`src/rtl/gcd_pkg.sv`:
```
// rtl/gcd_pkg.sv - shared types and defaults for the gcd_engine block
//
// Contents:
//   GCD_WIDTH   default operand/result width in bits
//   gcd_state_e control FSM state encoding
package gcd_pkg;

  localparam int GCD_WIDTH = 16;

  typedef enum logic [2:0] {
    S_IDLE   = 3'd0,
    S_LOAD_A = 3'd1,
    S_LOAD_B = 3'd2,
    S_CALC   = 3'd3,
    S_DONE   = 3'd4
  } gcd_state_e;

endpackage

```
`src/rtl/gcd_datapath.sv`:
```
// rtl/gcd_datapath.sv - A/B operand registers, subtractor and compare flags
//
// Ports:
//   clk, rst      clock, asynchronous active-high reset (clears A and B)
//   a_ld, b_ld    load enables for registers A and B
//   use_bus       1: registers load from data_in, 0: from the subtractor
//   data_in       operand bus
//   a_val, b_val  current register contents
//   a_gt_b, a_lt_b, a_eq_b, a_zero, b_zero   compare/status flags
module gcd_datapath
  import gcd_pkg::*;
#(
  parameter int WIDTH = GCD_WIDTH
) (
  input  logic             clk,
  input  logic             rst,
  input  logic             a_ld,
  input  logic             b_ld,
  input  logic             use_bus,
  input  logic [WIDTH-1:0] data_in,
  output logic [WIDTH-1:0] a_val,
  output logic [WIDTH-1:0] b_val,
  output logic             a_gt_b,
  output logic             a_lt_b,
  output logic             a_eq_b,
  output logic             a_zero,
  output logic             b_zero
);

  logic [WIDTH-1:0] a_q;
  logic [WIDTH-1:0] b_q;
  logic [WIDTH-1:0] diff;
  logic [WIDTH-1:0] a_next;
  logic [WIDTH-1:0] b_next;

  always_comb begin
    a_gt_b = (a_q > b_q);
    a_lt_b = (a_q < b_q);
    a_eq_b = (a_q == b_q);
    a_zero = (a_q == '0);
    b_zero = (b_q == '0);
  end

  // One subtractor, always larger minus smaller, so it never wraps.
  // When A is zero this yields B unchanged, which is exactly the A <= B
  // move needed for the zero-operand termination case.
  always_comb begin
    diff = a_gt_b ? (a_q - b_q) : (b_q - a_q);
  end

  always_comb begin
    a_next = use_bus ? data_in : diff;
    b_next = use_bus ? data_in : diff;
  end

  always_ff @(posedge clk or posedge rst) begin
    if (rst) begin
      a_q <= '0;
      b_q <= '0;
    end else begin
      if (a_ld) a_q <= a_next;
      if (b_ld) b_q <= b_next;
    end
  end

  assign a_val = a_q;
  assign b_val = b_q;

endmodule

```
`src/rtl/gcd_engine.sv`:
```
// rtl/gcd_engine.sv - iterative subtract-based GCD unit with serial operand load
//
// Ports:
//   clk      system clock, rising edge
//   rst      asynchronous active-high reset
//   start    level request, sampled in IDLE and DONE only
//   data_in  operand bus: A in the LOAD_A cycle, B in the LOAD_B cycle
//   busy     high in LOAD_A, LOAD_B and CALC
//   done     high in DONE; result valid while high
//   result   current contents of register A (the GCD in DONE)
module gcd_engine
  import gcd_pkg::*;
#(
  parameter int WIDTH = GCD_WIDTH
) (
  input  logic             clk,
  input  logic             rst,
  input  logic             start,
  input  logic [WIDTH-1:0] data_in,
  output logic             busy,
  output logic             done,
  output logic [WIDTH-1:0] result
);

  localparam logic [2:0] ST_IDLE   = S_IDLE;
  localparam logic [2:0] ST_LOAD_A = S_LOAD_A;
  localparam logic [2:0] ST_LOAD_B = S_LOAD_B;
  localparam logic [2:0] ST_CALC   = S_CALC;
  localparam logic [2:0] ST_DONE   = S_DONE;

  logic [2:0]       state;
  logic [2:0]       state_next;
  logic             a_ld;
  logic             b_ld;
  logic             use_bus;
  logic [WIDTH-1:0] a_val;
  logic [WIDTH-1:0] b_val;
  logic             a_gt_b;
  logic             a_lt_b;
  logic             a_eq_b;
  logic             a_zero;
  logic             b_zero;

  gcd_datapath #(
    .WIDTH (WIDTH)
  ) u_datapath (
    .clk     (clk),
    .rst     (rst),
    .a_ld    (a_ld),
    .b_ld    (b_ld),
    .use_bus (use_bus),
    .data_in (data_in),
    .a_val   (a_val),
    .b_val   (b_val),
    .a_gt_b  (a_gt_b),
    .a_lt_b  (a_lt_b),
    .a_eq_b  (a_eq_b),
    .a_zero  (a_zero),
    .b_zero  (b_zero)
  );

  always_ff @(posedge clk or posedge rst) begin
    if (rst) state <= ST_IDLE;
    else     state <= state_next;
  end

  always_comb begin
    state_next = state;
    a_ld       = 1'b0;
    b_ld       = 1'b0;
    use_bus    = 1'b0;
    case (state)
      ST_IDLE: begin
        if (start) state_next = ST_LOAD_A;
      end
      ST_LOAD_A: begin
        a_ld       = 1'b1;
        use_bus    = 1'b1;
        state_next = ST_LOAD_B;
      end
      ST_LOAD_B: begin
        b_ld       = 1'b1;
        use_bus    = 1'b1;
        state_next = ST_CALC;
      end
      ST_CALC: begin
        // Termination checks first; b_zero also covers gcd(0,0)=0.
        if (b_zero) begin
          state_next = ST_DONE;
        end else if (a_zero) begin
          a_ld       = 1'b1;   // subtractor output is B here
          state_next = ST_DONE;
        end else if (a_eq_b) begin
          state_next = ST_DONE;
        end else if (a_gt_b) begin
          a_ld = 1'b1;
        end else if (a_lt_b) begin
          b_ld = 1'b1;
        end
      end
      ST_DONE: begin
        if (!start) state_next = ST_IDLE;
      end
      default: state_next = ST_IDLE;
    endcase
  end

  // Moore outputs decoded from the state register only.
  assign busy   = (state == ST_LOAD_A) || (state == ST_LOAD_B) || (state == ST_CALC);
  assign done   = (state == ST_DONE);
  assign result = a_val;

endmodule

```
`config.mk`:
```
export PLATFORM = sky130hd
export DESIGN_NAME = gcd_engine
export DESIGN_NICKNAME = d
export VERILOG_FILES = /design/src/rtl/gcd_pkg.sv /design/src/rtl/gcd_datapath.sv /design/src/rtl/gcd_engine.sv
export SDC_FILE = /design/constraint.sdc
export NUM_CORES = 1
export LEC_CHECK = 0
export ABC_AREA = 0
export CAP_MARGIN = 20
export CORE_UTILIZATION = 30
export CTS_CLUSTER_DIAMETER = 60
export CTS_CLUSTER_SIZE = 28
export DETAILED_ROUTE_END_ITERATION = 16
export PLACE_DENSITY = 0.59
export SETUP_SLACK_MARGIN = 0.05
export SYNTH_ARGS = -nofsm -noshare
export SYNTH_HDL_FRONTEND = slang
export SYNTH_HIERARCHICAL = 1
export SYNTH_SLANG_ARGS = --single-unit
export TNS_END_PERCENT = 100
```
`constraint.sdc`:
```
create_clock -name clk -period 3.6 [get_ports clk]
set_input_delay 0.9 -clock clk [delete_from_list [all_inputs] [get_ports clk]]
set_output_delay 0.9 -clock clk [all_outputs]
set_load 0.01 [all_outputs]
```
; ---- Yosys cells after proc, flatten, opt, wreduce, memory -nomap -nowiden
; Index checks and enable logic that the tools add are counted.
[totals]
register_bits = 35
in_bits = 19
output_inout_bits = 18
[op_classes]
n_addsub = 2
magnitude_cmp = 2
n_eq_ne = 8
muxes = 20
reduce_logical = 7
[op_table]
columns = op, count
row1 = $logic_not A16 Y1, 2
row2 = $mux W16, 2
row3 = $sub A16 B16 Y16, 2
row4 = $eq A16 B16 Y1, 1
row5 = $gt A16 B16 Y1, 1
row6 = $lt A16 B16 Y1, 1
row7 = $mux W3, 5
row8 = $pmux W3 S5, 1
row9 = $mux W1, 10
row10 = $eq A3 B2 Y1 const B, 2
row11 = $ne A2 B2 Y1 const B, 2
row12 = $ne A4 B4 Y1 const B, 1
row13 = $pmux W1 S2, 2
row14 = $eq A3 B1 Y1 const B, 1
row15 = $eq A3 B3 Y1 const B, 1
row16 = $logic_not A3 Y1, 1
row17 = $reduce_and A3 Y1, 1
row18 = $logic_or A1 B1 Y1, 2
row19 = $reduce_or A2 Y1, 1

; ---- Logic depth before layout (Yosys ltp)
[depth]
depth_word = 7
depth_mapped = 16
mapped_depth_nobuf = 14

; ---- Modules after synthesis
; The synthesis kept the hierarchy.
[by_module_without_submodules]
columns = mod, n_inst, cells_per_inst, area_per_inst_um2, seq_area_each_um2
row1 = gcd_datapath, 1, 368, 3034.2, 800.8
row2 = gcd_engine, 1, 24, 217.7, 75.1

; ---- Worst setup path before layout
; OpenSTA, ideal clock, no wires.
[synth_path]
kind = register to register
start = register u_datapath.a_q[0], in the netlist u_datapath/a_val[0]
end = register u_datapath.a_q[15], in the netlist u_datapath/a_val[15]
setup_time_ns = 0.129
t_arrival_ns = 3.077
required_ns = 3.471
slack_ns = 0.394
stages_incl_launch_ff = 17
path_buffers = 2
period_less_slack_ns = 3.206
cell_sequence = dfrtp_1 inv_1 ha_1 fa_1 nand3b_1 a211oi_2 o21bai_4 a21o_1 inv_2 and2b_1 o21bai_1 a21boi_1 clkbuf_1 clkbuf_1 nand2_1 o21ai_0 o21ai_0
[synth_between]
elab_chain_cells = 6
elab_cells_between_ends = 12
[synth_rtl]
columns = element, line_no
row1 = from (decl), gcd_datapath.sv:30  ; logic [WIDTH-1:0] a_q;
row2 = from (signal assigned), gcd_datapath.sv:61  ; if (a_ld) a_q <= a_next;
row3 = $gt A16 B16 Y1, gcd_datapath.sv:37  ; a_gt_b = (a_q > b_q);
row4 = named net a_gt_b, gcd_engine.sv:38  ; logic a_gt_b;
row5 = $mux W1, gcd_engine.sv:95  ; end else if (a_gt_b) begin
row6 = $mux W1, gcd_engine.sv:93  ; end else if (a_eq_b) begin
row7 = $mux W1, gcd_engine.sv:90  ; end else if (a_zero) begin
row8 = $mux W1, gcd_engine.sv:88  ; if (b_zero) begin
row9 = $pmux W1 S2, gcd_engine.sv:72  ; case (state)
row10 = named net a_ld, gcd_engine.sv:33  ; logic a_ld;
; The timed path passes the listed nets, and every way through them passes these cells.
; A chain may end at the register's enable or synchronous reset.

; ---- Worst setup path in the final report
[layout_path]
start = register u_datapath.b_q[12], in the netlist u_datapath/b_val[12]
end = register u_datapath.a_q[8], in the netlist u_datapath/a_val[8]
[layout_between]
elab_chain_cells = 6
elab_cells_between_ends = 10
[layout_rtl]
columns = element, line_no
row1 = from (decl), gcd_datapath.sv:31  ; logic [WIDTH-1:0] b_q;
row2 = from (signal assigned), gcd_datapath.sv:62  ; if (b_ld) b_q <= b_next;
row3 = $gt A16 B16 Y1, gcd_datapath.sv:37
row4 = named net a_gt_b, gcd_engine.sv:38
row5 = $mux W1, gcd_engine.sv:95
row6 = $mux W1, gcd_engine.sv:93
row7 = $mux W1, gcd_engine.sv:90
row8 = $mux W1, gcd_engine.sv:88
row9 = $pmux W1 S2, gcd_engine.sv:72
row10 = named net a_ld, gcd_engine.sv:33
; The timed path passes the listed nets, and every way through them passes these cells.

==> qor.yml <==
cts:
  cts_root_buf: "clkbuf_8"
  cts_tree: "yes"
  clkLatencyLatePin_ns: 0.30
  ctsHoldBuffers: 0
  cts_sinks: 35
  cts-resized-gates: 0
  clockBufferDepth: 2
  cts_htree_levels: 2
  cts.clk_slew.worst_paths_ns: 0.09
  post_cts_buffers: 0
  numCtsBuffers: 5
die:
  start_util: 0.312
  die_area_mm2: 0.0113
  fp.dieW_um: 106
  core-area_mm2: 0.0104
  ios: 37
  rows: 37
  die_y_um: 106
logic_synthesis:
  netlist.top_cell.by_area: "dfrtp_1"
  synth_ff_type: "dfrtp_1"
  yosys_warnings: 6
  syn-num-nets: 444
  synth_area_leaders: "dfrtp_1 (27%), ha_1 (12%), a21oi_1 (4.6%), inv_1 (4.6%), nand2_1 (3.9%)"
  ys_ff_latch: 35
  synthArstFlopShare: 1.00
  ys_types: 59
  synth_top_area_frac: 0.269
  mappedNetlistArea_mm2: 0.00325
  avgSynthCellArea_um2: 8.30
  syn_inst: 392
  synth_edf_count: 0
  yosysSeqAreaShare: 0.269
setup_path:
  cp.arrival_ns: 3.33
  worstPathRequired_ns: 3.79
  start_kind: "register"
  crit_type: "reg -> reg"
  crit_fanout: 11
  max_stage_delay_ns: 0.45
  endpoint_kind: "register"
  ff2ff_path_depth: 12
  cp_slowest_cell: "ha_1"
  cp_cell_sequence: "inv_1 > ha_1 > nand4_1 > or3_4 > o21bai_4 > a21o_1 > inv_2 > and2b_1 > o21bai_1 > a21boi_2 > buf_4 > mux2_2"
finish:
  area_growth_pct: 19.5
  antennaDiodeCount: 0
  fillers: 1079
  drive_above_1_share: 0.103
  final_nets: 478
  fin_cells: 563
grt:
  grt_pass1_wl_um: 14600
  grt_pass1_vias: 2830
  antenna_found_initial: 0
  grt_usage: 0.165
  grt_max_degree: 33
  grt-ovfl-total: 0
detailed_routing:
  drtPass1Iterations: 5
  via_per_inst: 5.20
  drc_errors: 0
  vias: 2928
  ant_nets: 0
  post_drt_wl_per_cell_um: 15.9
  drt_iter0_markers: 291
  wl_um: 8940
timing:
  min_period_ns: 3.15
  fin_setup_tns_ns: 0
  timing_hold_violations_final: 0
  grt_setup_unrepaired: "false"
  fmaxAchievable_ghz: 0.318
  hold_ws_ns: 0.535
  slew_headroom: 0.557
  finalMaxSlewViolations: 0
  setup_viol: 0
  finalCritPeriodShare: 0.874
  finClkSkew_ns: 0.0114
  tightest_slew_ns: 0.664
placed_design:
  placed_cells: 555
  port_buffers: 36
  gp_congestion: 0.936
  dp_hpwl_um: 7010
run_status:
  status: "complete, no violations"
min_path:
  hp-class: "reg -> reg"
  min_path_cells: 1
flow_run:
  max-cap-violations: 0
critical path, delay by kind of cell, from the launching register on:
family / cells / cell delay [ns]
simple gates: 3 / 0.76
mux: 1 / 0.35
flops: 1 / 0.41
buf+inv: 3 / 0.43
fa+ha+maj: 1 / 0.45
compound gates: 4 / 0.64
sequential cells by signal, summed over array words and instances, names as in the netlist:
register	cells
u_datapath/a_val	16
u_datapath/b_val	16
state	3
layout make-up:
cell class | instances | area [µm²] | share of cell area
timing repair buffer | 47 | 455 | 0.117
tap | 136 | 170 | 0.0438
inverter | 41 | 154 | 0.0396
sequential | 35 | 876 | 0.225
clock buffer | 7 | 96.3 | 0.0248
multi-input combinational | 296 | 2130 | 0.547
clock inverter | 1 | 7.51 | 0.00193
layer usage:
metal	up-vias	part of all wire	GRT usage
li1	1433	-	-
met5	-	0	0
met2	89	0.45	0.263
met3	10	0.047	0.0251
met4	0	0.018	0.0456
met1	1396	0.49	0.230
layout by cell type, fill, tap and decap left out, types with 6 or more instances in the layout:
master / Yosys / layout
buf_4: 2 / 10
clkbuf_8: 0 / 7
clkdlybuf4s50_1: 0 / 36
dfrtp_1: 35 / 35
mux2i_1: 12 / 12
xor2_1: 6 / 6
nand3_1: 7 / 7
nand2b_1: 10 / 10
a21o_1: 9 / 9
xnor2_1: 9 / 9
mux2_2: 11 / 11
inv_1: 40 / 40
nand2_1: 34 / 34
ha_1: 31 / 31
nor4_1: 8 / 8
and2_1: 6 / 6
o21ai_0: 25 / 25
nor2_1: 22 / 22
a21oi_1: 30 / 29
synth_stat cells (all sizes together), types with 2 or more instances:
library cell,instances
nand2,34
a21o,9
a311oi,2
o31ai,2
nand3,7
mux2i,12
a31oi,5
and4,2
inv,41
a211oi,6
o22ai,4
o21bai,4
nand3b,3
mux2,11
o21ai,29
and3,5
o211ai,3
and2,6
or2,2
clkbuf,12
buf,8
fa,2
ha,31
nor4,9
xor2,6
o21a,3
nor2,23
nor3,2
a21boi,2
a32oi,3
nand2b,10
dfrtp,35
a21oi,31
a2111oi,2
nor2b,5
xnor2,9
and2b,2
kinds of logic (layout without fill, tap and decap cells):
family / Yosys count / count (layout) / synth area share
adders and majority gates: 33 / 33 / 0.132
buffers and inverters: 61 / 96 / 0.0789
AOI/OAI and AO/OA: 113 / 113 / 0.224
and+or+nand+nor: 112 / 112 / 0.181
muxes: 23 / 23 / 0.0750
xor gates and xnor gates: 15 / 15 / 0.0404
DFF: 35 / 35 / 0.269
per-stage QoR:
step                utilization  cell area [µm²]  setup WS [ns]
floorplan                     -             3250          0.394
global placement          0.363             3780          0.538
detailed placement        0.363             3780          0.469
CTS                       0.373             3890          0.451
global route              0.373             3890          0.219
finish                    0.373             3890          0.455
final timing paths:
path,slack (ns),start,to
setup reg to reg,0.45,u_datapath/b_val[12]$_DFFE_PP0P_,u_datapath/a_val[8]$_DFFE_PP0P_
max in group asynchronous,2.23,rst,u_datapath/b_val[13]$_DFFE_PP0P_
setup / recovery,0.45,u_datapath/b_val[12]$_DFFE_PP0P_,u_datapath/a_val[8]$_DFFE_PP0P_
hold / removal,0.54,state[2]$_DFFE_PP0P_,state[0]$_DFFE_PP0P_
hold reg to reg,0.54,state[2]$_DFFE_PP0P_,state[0]$_DFFE_PP0P_
min in group asynchronous,0.80,rst,state[1]$_DFFE_PP0P_
Power is left out: the tool's default activity adds up to more than one toggle a clock period on the data nets, which glitch-free logic cannot reach.
